===== config.mk =====
export PLATFORM = sky130hd
export DESIGN_NAME = ifetch
export DESIGN_NICKNAME = d
export VERILOG_FILES = /design/src/rtl/ifetch.sv
export SDC_FILE = /design/constraint.sdc
export NUM_CORES = 1
export LEC_CHECK = 0
export ABC_AREA = 1
export CAP_MARGIN = 5
export CORE_UTILIZATION = 55
export CTS_CLUSTER_SIZE = 20
export DETAILED_ROUTE_END_ITERATION = 8
export PLACE_DENSITY = 0.79
export SYNTH_ARGS = -nofsm -noshare
export SYNTH_HDL_FRONTEND = slang
export SYNTH_SLANG_ARGS = --single-unit

===== constraint.sdc =====
create_clock -name clk -period 4.3 [get_ports clk]
set_input_delay 0.645 -clock clk [delete_from_list [all_inputs] [get_ports clk]]
set_output_delay 0.645 -clock clk [all_outputs]
set_load 0.1 [all_outputs]

===== src/rtl/ifetch.sv =====
// Instruction fetch unit: streams 32-bit words from a 4-byte-wide ROM into a
// small instruction buffer and hands them to the consumer with valid/ready.
// Optional build macro IFETCH_ALIGN_CHECK_EN: a misaligned redirect raises a
// sticky fault and halts fetching until reset. When the macro is undefined,
// the low bits of redirect_pc are dropped and fault stays 0.
module ifetch #(
    parameter logic [15:0] RESET_PC   = 16'h8000,
    parameter int unsigned FIFO_DEPTH = 4
) (
    input  logic        clk,
    input  logic        rst,
    output logic [15:0] mem_a,
    output logic        mem_re,
    input  logic [7:0]  mem_q0,
    input  logic [7:0]  mem_q1,
    input  logic [7:0]  mem_q2,
    input  logic [7:0]  mem_q3,
    input  logic        redirect,
    input  logic [15:0] redirect_pc,
    output logic        instr_valid,
    input  logic        instr_ready,
    output logic [31:0] instr,
    output logic [15:0] instr_pc,
    output logic        fault
);

    localparam int unsigned PW = (FIFO_DEPTH > 1) ? $clog2(FIFO_DEPTH) : 1;
    localparam int unsigned CW = $clog2(FIFO_DEPTH + 1);
    localparam int unsigned OW = CW + 1;

    typedef struct packed {
        logic [15:0] pc;
        logic [31:0] word;
    } entry_t;

    typedef enum logic {
        ST_RUN  = 1'b0,
        ST_HALT = 1'b1
    } state_t;

    state_t         state, state_nxt;
    entry_t         fifo_mem [FIFO_DEPTH];
    logic [PW-1:0]  head, tail;
    logic [CW-1:0]  count;
    logic           inflight;
    logic [15:0]    fetch_pc;
    logic [15:0]    last_a;

    logic           issue_c;
    logic           push_c;
    logic           pop_c;
    logic           misalign_c;
    logic [15:0]    redirect_aligned_c;

    function automatic logic [PW-1:0] ptr_inc(input logic [PW-1:0] p);
        return (p == PW'(FIFO_DEPTH - 1)) ? '0 : p + 1'b1;
    endfunction

    // Next-state and request decision; a request needs a free slot counting in-flight data
    always_comb begin
        state_nxt          = state;
        issue_c            = 1'b0;
        misalign_c         = 1'b0;
        redirect_aligned_c = redirect_pc & 16'hFFFC;
`ifdef IFETCH_ALIGN_CHECK_EN
        misalign_c         = redirect && (redirect_pc[1:0] != 2'b00);
`endif
        case (state)
            ST_RUN: begin
                if (misalign_c) begin
                    state_nxt = ST_HALT;
                end else begin
                    issue_c = !rst && !redirect &&
                              ((OW'(count) + OW'(inflight)) < OW'(FIFO_DEPTH));
                end
            end
            ST_HALT: state_nxt = ST_HALT;
            default: state_nxt = ST_RUN;
        endcase
        push_c = inflight && !redirect;
        pop_c  = (count != '0) && instr_ready;
    end

    // ROM port and consumer-side views; mem_a holds the last issued address when idle
    always_comb begin
        mem_re      = issue_c;
        mem_a       = issue_c ? fetch_pc : last_a;
        instr_valid = (count != '0);
        instr       = instr_valid ? fifo_mem[head].word : 32'h0;
        instr_pc    = instr_valid ? fifo_mem[head].pc   : 16'h0;
        fault       = (state == ST_HALT);
    end

    // Control state: FSM, fetch pointer, in-flight flag and buffer bookkeeping
    always_ff @(posedge clk or posedge rst) begin
        if (rst) begin
            state    <= ST_RUN;
            head     <= '0;
            tail     <= '0;
            count    <= '0;
            inflight <= 1'b0;
            fetch_pc <= RESET_PC;
            last_a   <= RESET_PC;
        end else begin
            state    <= state_nxt;
            inflight <= issue_c;
            if (issue_c) begin
                last_a <= fetch_pc;
            end
            if (redirect) begin
                head     <= '0;
                tail     <= '0;
                count    <= '0;
                fetch_pc <= redirect_aligned_c;
            end else begin
                if (issue_c) begin
                    fetch_pc <= fetch_pc + 16'd4;
                end
                if (push_c) begin
                    tail <= ptr_inc(tail);
                end
                if (pop_c) begin
                    head <= ptr_inc(head);
                end
                count <= count + CW'(push_c) - CW'(pop_c);
            end
        end
    end

    // Buffer storage; the captured word is tagged with the address that requested it
    always_ff @(posedge clk) begin
        if (push_c) begin
            fifo_mem[tail] <= '{pc: last_a, word: {mem_q3, mem_q2, mem_q1, mem_q0}};
        end
    end

endmodule

Yosys cells after proc, flatten, opt, wreduce, memory -nomap -nowiden
Memories as Yosys holds them, arrays and structs flattened.
Index checks and enable logic that the tools add are counted.
{ "op_classes": {"magnitude_cmp": 1, "addsub": 6, "n_reduce_logical": 10, "n_eq_ne": 2, "muxes": 16} }
{ "op_table": {"columns": ["op", "count"], "rows": [
  ["two-way mux 16 bit", 4],
  ["two-way mux 32 bit", 1],
  ["adder 16 x 3 -> 16 bit, second input constant", 1],
  ["two-way mux 2 bit", 6],
  ["nonzero test 2 bit", 3],
  ["adder 2 x 1 -> 2 bit, second input constant", 2],
  ["adder 3 x 1 -> 4 bit", 1],
  ["equality test 2 bit, second input constant", 2],
  ["logical AND 1 bit", 4],
  ["< comparator 4 x 3 -> 1 bit, second input constant", 1],
  ["two-way mux 1 bit", 4],
  ["adder 3 x 1 -> 3 bit", 1],
  ["two-way mux 3 bit", 1],
  ["nonzero test 3 bit", 1],
  ["subtractor 3 x 1 -> 3 bit", 1],
  ["logical NOT 1 bit", 2]
]} }
{ "word_totals": {"input_bits": 52, "regBits": 41, "wordCells": 43, "mem_bits_rw": 192, "memories": 1, "output_inout_bits": 67} }
{ "mem_list": {"columns": ["memory", "words", "word_bits", "rd", "rd_ports_with_merged_regs", "write_ports", "line_no", "text"], "rows": [
  ["fifo_mem", 4, 48, 1, 0, 1, "42", "entry_t fifo_mem [FIFO_DEPTH];"]
]} }

Logic depth before layout (Yosys ltp)
Gate-level depths: netlist of the first run.
{ "logic_depth": {"ltp_word": 6, "mapped_depth": 9, "depth_no_buf": 9} }

Worst setup path after synthesis of the first run
Ideal clock, no wire load.
{ "synth_timing": {"path_kind": "input to output", "start": "input port rst", "end": "output port mem_a[10]", "arrival_time_ns": 4.218, "stages": 6, "setup_slack_ns": -0.563, "path_cell_list": "inv_1 -> nand3_2 -> inv_1 -> nand2_4 -> buf_4 -> o21ai_0"} }
{ "synth_between": {"elab_chain_len": 5} }
{ "synth_rtl": {"columns": ["element", "line_no", "text"], "rows": [
  ["start, declared", "11", "input logic rst,"],
  ["logical NOT 1 bit (no source line)", null, null],
  ["logical AND 1 bit (2 in a row)", "73", "issue_c = !rst && !redirect &&"],
  ["two-way mux 1 bit", "68", "case (state)"],
  ["two-way mux 16 bit", "87", "mem_a = issue_c ? fetch_pc : last_a;"],
  ["end, declared", "12", "output logic [15:0] mem_a,"]
]} }
No other way between the ends.

Worst setup path in the final report of the first run
{ "layout_timing": {"start": "register count[1]", "end": "output port instr_valid"} }
{ "layout_between": {"elab_chain_len": 1} }
{ "layout_rtl": {"columns": ["element", "line_no", "text"], "rows": [
  ["start, declared", "44", "logic [CW-1:0] count;"],
  ["start signal, assigned", "125", "count <= count + CW'(push_c) - CW'(pop_c);"],
  ["nonzero test 3 bit", "88", "instr_valid = (count != '0);"],
  ["end, declared", "20", "output logic instr_valid,"]
]} }
No other way between the ends.

==> results.py, run 1 <==
metrics = {
    "synth": {
        "ys_top_cells_by_area": "edfxtp_1 61%, dfrtp_1 9.5%, nor2_1 8.3%",
        "synth_area_sq_um": 9459,
        "synth_nets": 888,
        "async_flop_share_pct": 16.52,
        "ys_seq_area_share_pct": 71.03,
        "ys_ff_latch": 230,
        "avgSynthCellArea_sq_um": 11.45,
        "yosys_most_used_dff": "edfxtp_1",
        "yosysWarnings": 0,
        "yosysMostFrequentCell": "nor2_1",
        "synth_common_cells": "209 x nor2_1, 192 x edfxtp_1, 106 x o21ai_0",
        "synth_edf_count": 192,
        "synth_top_area_share_pct": 60.95,
        "syn_inst": 826,
        "post-synth-top-area-cell": "edfxtp_1",
        "synthDistinctLibCells": 32,
    },
    "sta": {
        "setup_violations": 0,
        "relSlewSlack_pct": 27.03,
        "rsz0062_at_grt": "false",
        "finalClockSkew_ns": 0.009198,
        "finalCritPeriodShare_pct": 78.38,
        "hold_viol_final": 0,
        "holdWs_ns": 0.5211,
        "fin_crit_ns": 3.370,
        "slew_viol_final": 0,
        "max_freq_mhz": 296.7,
        "tightest_slew_ns": 1.095,
    },
    "global_route": {
        "grt_pass1_vias": 6241,
        "antenna_found_initial": 0,
        "grt.total_usage_pct": 22.86,
        "grt_overflow": 0,
        "grt_max_degree": 99,
        "grt_pass1_wl_um": 31610,
    },
    "clock_network": {
        "hold_buffers": 0,
        "cts_resized": 0,
        "cts-root-buf": "clkbuf_16",
        "post-cts-setup-buffers": 0,
        "h-tree-depth": 1,
        "clkTransAtPathRegs_ns": 0.06,
        "clock-sinks": 230,
        "tritoncts": "built",
        "numCtsBuffers": 23,
        "cts.path.max_buffers": 3,
        "clock_latency_ns": 0.50,
    },
    "placed_design": {
        "gp_congestion": 0.7989,
        "post-dp-hpwl_um": 11200,
        "port-buffer-count": 115,
        "dp.cells": 1129,
        "dpl_cell_area_sq_um": 10850,
    },
    "floorplan": {
        "start_util_pct": 56.64,
        "fp.dieArea_sq_um": 17730,
        "die_h_um": 133.1,
        "die_w_um": 133.1,
        "core_area_sq_um": 16700,
        "num_rows": 47,
        "ios": 119,
    },
    "drt": {
        "drcViolationCount": 0,
        "postRouteAntennaNets": 0,
        "drt-pass1-iter-count": 5,
        "drt_iter0_drc": 601,
        "vias": 6475,
        "wl_per_cell_um": 17.19,
        "drt-vias-per-instance": 5.539,
        "wirelength_um": 20090,
    },
    "finish": {
        "finalNonFillerCells": 1169,
        "final_util_pct": 69.59,
        "antenna_cells": 0,
        "drive_above_1_share_pct": 13.28,
        "finalInstanceArea_sq_um": 11620,
        "fin_nets": 996,
        "area_growth_pct": 22.87,
    },
    "critical_path": {
        "critPathMaxFanout": 16,
        "critical_path.top_delay_family": "buffers and inverters",
        "cp_cell_sequence": "nor3_4 -> inv_1 -> clkdlybuf4s50_1",
        "cp_slowest_stage_delay_ns": 0.99,
        "cp_num_buf_inv": 2,
        "worst_setup_path_start_kind": "flop",
        "crit_arrival_ns": 2.73,
        "criticalPathCategory": "reg -> out",
        "crit_slowest_cell": "clkdlybuf4s50_1",
        "crit_required_ns": 3.65,
        "end_kind": "primary output",
    },
    "worst_hold_path": {
        "hp-class": "reg -> reg",
    },
    "outcome": {
        "status": "finished clean",
    },
    "flow_run": {
        "maxCapViolCount": 0,
    },
}
==> metrics by stage <==
step	setup TNS [ns]	setup slack, ns
after floorplan	-3.333	-0.5626
after global placement	0	1.013
after detailed placement	0	1.020
after CTS	0	0.8789
after global routing	0	0.7783
final	0	0.9297
==> final cells by class <==
type	count	area (sq um)
repair buffers	127	1304
flip-flops and latches	230	6724
clock buffers	30	601.8
well taps	220	275.3
inverters	36	135.1
fillers	1133	5079
multi-input cells	516	2409
clock inverters	10	173.9
==> path summary, 6_finish.rpt <==
kind                       cells after the start         start      endpoint  slack [ns]
max in group asynchronous                      3           rst       head[0]        3.22
min                                            2  fetch_pc[15]  fetch_pc[15]        0.52
max reg2reg                                    9      count[1]      count[2]        1.66
max                                            3      count[1]   instr_valid        0.93
min in group asynchronous                      3           rst   fetch_pc[2]        0.70
min reg2reg                                    2  fetch_pc[15]  fetch_pc[15]        0.52
==> routing by layer <==
layer	part of all wire, %	global-route usage [%]	vias up	routed length (um)
li1	-	-	3077	-
met1	42	31.68	3110	8528
met2	49	38.37	256	9888
met3	6.6	2.892	32	1332
met4	1.7	6.566	0	340
met5	0	0	-	0
==> layout by cell type, fill, tap and decap left out, types with 3 or more instances in the layout <==
cell type        netlist  final
nand2_1               65     65
edfxtp_1             192    192
clkinv_2               0      4
a21oi_1               49     49
inv_2                  3      3
clkdlybuf4s50_1        0     50
ha_1                   9      9
nand3_1               41     41
o21ai_0              106    106
dfrtp_1               36     34
bufinv_16              0      5
clkbuf_1              14      7
inv_1                 33     33
buf_12                 0     18
nor2_4                 1      5
nor2_1               209    205
buf_4                  8     59
nand4_1                8      8
clkbuf_16              0     23
o21ai_1               15     15
==> worst reg2reg max path: stages (launching register included) <==
cell and delay (ns):
dfrtp_1 0.49, nor3_4 0.67, nor2_1 0.19, ha_1 0.35
inv_1 0.07, ha_1 0.14, inv_1 0.05, fa_1 0.37
o21ai_0 0.16, a21oi_1 0.06
==> logic make-up after synthesis <==
group | count (synthesis) | synth area share (%)
XOR/XNOR | 2 | 0.1852
flip-flops | 230 | 71.03
AND/OR/NAND/NOR | 330 | 14.23
adder cells (fa/ha/maj) | 10 | 1.402
other | 1 | 0.03964
AO/OA/AOI/OAI | 173 | 9.220
buffers and inverters | 80 | 3.889
==> state kept, by name, summed over array words and instances, names as in the netlist <==
| signal | flops |
|---|---|
| fetch_pc | 14 |
| head | 2 |
| last_a | 16 |
| tail | 2 |
| count | 3 |
| fifo_mem | 192 |
| inflight | 1 |
Power of run 1 is not shown: default switching activity piles up to over one toggle a cycle in this logic, so the estimate is an artifact.
==> run 2: changes to the inputs <==
--- a/config.mk
+++ b/config.mk
@@ -7,10 +7,10 @@
 export LEC_CHECK = 0
 export ABC_AREA = 1
 export CAP_MARGIN = 5
-export CORE_UTILIZATION = 55
+export CORE_UTILIZATION = 50
 export CTS_CLUSTER_SIZE = 20
 export DETAILED_ROUTE_END_ITERATION = 8
-export PLACE_DENSITY = 0.79
+export PLACE_DENSITY = 0.76
 export SYNTH_ARGS = -nofsm -noshare
 export SYNTH_HDL_FRONTEND = slang
 export SYNTH_SLANG_ARGS = --single-unit
==> constraint.sdc (replaced) <==
create_clock -name clk -period 3.1 [get_ports clk]
set_input_delay 0.465 -clock clk [delete_from_list [all_inputs] [get_ports clk]]
set_output_delay 0.465 -clock clk [all_outputs]
set_load 0.1 [all_outputs]
==> run 2 against run 1 <==
Net effect: first-iteration DRC count is 21% lower; non-clock buffer count is 9 higher; sequential share of layout area is 3.3 points lower; clock skew is 0.0032 ns lower; critical path type unchanged; highest routed layer unchanged.
==> results.py, run 2 (same netlist as run 1, synthesis figures left out) <==
metrics = {
    "worst_hold_path": {
        "hp-class": "in -> async",
    },
    "critical_path": {
        "cpMostUsedCell": "buf_4",
        "crit_arrival_ns": 2.38,
        "criticalPathCategory": "reg -> out",
        "critPathMaxFanout": 33,
        "crit_slowest_cell": "dfrtp_2",
        "worst_setup_path_start_kind": "flop",
        "cp_slowest_stage_delay_ns": 0.41,
        "cp_cell_sequence": "buf_4 -> inv_2 -> buf_4 -> nor2_1 -> o21ai_0 -> a21oi_1 -> buf_12",
        "reg2reg_slack_ns": 1.07,
        "end_kind": "primary output",
        "crit_required_ns": 2.63,
    },
    "global_route": {
        "grt_overflow": 0,
        "grt.total_usage_pct": 20.72,
        "grt_pass1_vias": 6323,
        "antenna_found_initial": 0,
        "grt_pass1_wl_um": 31530,
        "grt_max_degree": 99,
    },
    "finish": {
        "regArea_sq_um": 6724,
        "fillCellCount": 1265,
        "final_common_cell": "nor2_1",
        "top_register": "fifo_mem",
        "finalInstanceArea_sq_um": 12320,
        "layout.cells.most_common_list": "205 x nor2_1, 192 x edfxtp_1, 102 x o21ai_0",
        "multi_input_area_sq_um": 2457,
        "reg_top3": "fifo_mem x192, last_a x16, fetch_pc x14",
        "fin_nets": 1004,
        "antenna_cells": 0,
        "area_growth_pct": 30.24,
        "largest_reg_flops": 192,
        "drive_above_1_share_pct": 15.03,
    },
    "placed_design": {
        "dpl_cell_area_sq_um": 11650,
        "gp_congestion": 0.8574,
        "post-dp-hpwl_um": 11870,
        "port-buffer-count": 115,
    },
    "clock_network": {
        "h-tree-depth": 1,
        "cts.path.max_buffers": 3,
        "clkTransAtPathRegs_ns": 0.06,
        "cts_resized": 0,
        "clock_latency_ns": 0.49,
        "cts-root-buf": "clkbuf_16",
        "post-cts-setup-buffers": 0,
        "tritoncts": "built",
        "clock-sinks": 230,
        "hold_buffers": 0,
        "numCtsBuffers": 22,
    },
    "drt": {
        "wl_met2_um": 9778,
        "drt-pass1-iter-count": 5,
        "drcViolationCount": 0,
        "drt_iter0_drc": 473,
        "vias": 6436,
        "wl_met1_um": 8142,
        "route.met3.wl_um": 1344,
        "wl_per_cell_um": 16.48,
        "top_layer": "met4",
        "drt-vias-per-instance": 5.422,
        "wirelength_um": 19570,
        "postRouteAntennaNets": 0,
    },
    "floorplan": {
        "num_rows": 49,
        "die_h_um": 139.5,
        "core_area_sq_um": 18270,
        "ios": 119,
        "fp.dieArea_sq_um": 19470,
        "die_w_um": 139.5,
        "start_util_pct": 51.77,
    },
    "sta": {
        "fin_crit_ns": 2.849,
        "rsz0062_at_grt": "false",
        "relSlewSlack_pct": 65.63,
        "tightest_slew_ns": 0.5156,
        "setup_violations": 0,
        "max_freq_mhz": 351.0,
        "hold_viol_final": 0,
        "finalCritPeriodShare_pct": 91.90,
        "slew_viol_final": 0,
        "finalClockSkew_ns": 0.005973,
    },
    "outcome": {
        "status": "finished clean",
    },
    "flow_run": {
        "maxCapViolCount": 0,
    },
}
## run 2: cell count changes in the layout (fill, tap and decap cells not counted), moves of 2 or more
cell	previous run	this run
o21ai_2	0	13
bufinv_16	5	1
clkinv_2	4	2
clkbuf_1	7	5
clkinv_1	1	8
o21ai_0	106	102
buf_4	59	15
buf_12	18	72
o21ai_1	15	6
## run 2: critical path: cells and delay by family (launching register included)
kind	cells	cell delay, ns
simple gates	1	0.14
buf+inv	4	0.90
compound gates	2	0.43
flops	1	0.41
## run 2: area by class of cell
cell class / count / area share, %
Inverter: 36 / 1.097
Multi-Input combinational cell: 516 / 19.95
Clock buffer: 28 / 4.824
Timing Repair Buffer: 136 / 16.60
Sequential cell: 230 / 54.58
Tap cell: 229 / 2.326
Clock inverter: 12 / 0.6297
## run 2: metrics by stage
stage | hold slack (ns) | worst slack, ns | utilization, % | TNS [ns] | std cells
floorplan | 0.4760 | -0.1856 | - | -1.746 | 826
global placement | 0.4938 | 0.5459 | 63.75 | 0 | 1147
detailed placement | 0.5086 | 0.5074 | 63.75 | 0 | 1147
CTS | 0.4961 | 0.1871 | 67.43 | 0 | 1187
global route | 0.5403 | 0.08641 | 67.43 | 0 | 1187
finish | 0.4891 | 0.2512 | 67.43 | 0 | 1187
## run 2: path summary, 6_finish.rpt
kind / depth (start not counted) / from / endpoint
worst max-delay path: 7 / head[1] / instr_pc[9]
worst min-delay path: 3 / rst / fetch_pc[2]
worst max register to register: 9 / count[1] / count[2]
worst min register to register: 0 / last_a[6] / fifo_mem[1][38]
max in group asynchronous: 3 / rst / head[0]
min in group clk: 3 / redirect_pc[15] / fetch_pc[15]
## run 2: per-layer routing
layer	vias up	track usage, %
met4	0	5.784
met5	-	0
li1	3102	-
met1	3076	26.50
met3	29	3.992
met2	229	36.13
Power of run 2 is left out for the same reason.
==> run 3: changes to the inputs <==
--- a/config.mk
+++ b/config.mk
@@ -10,6 +10,7 @@
 export CORE_UTILIZATION = 50
 export CTS_CLUSTER_SIZE = 20
 export DETAILED_ROUTE_END_ITERATION = 8
+export HOLD_SLACK_MARGIN = 0.12
 export PLACE_DENSITY = 0.76
 export SYNTH_ARGS = -nofsm -noshare
 export SYNTH_HDL_FRONTEND = slang
==> results of run 3 <==
No change in the layout: final DEF, timing and power equal those of run 2.
Power of run 3 is left out for the same reason.
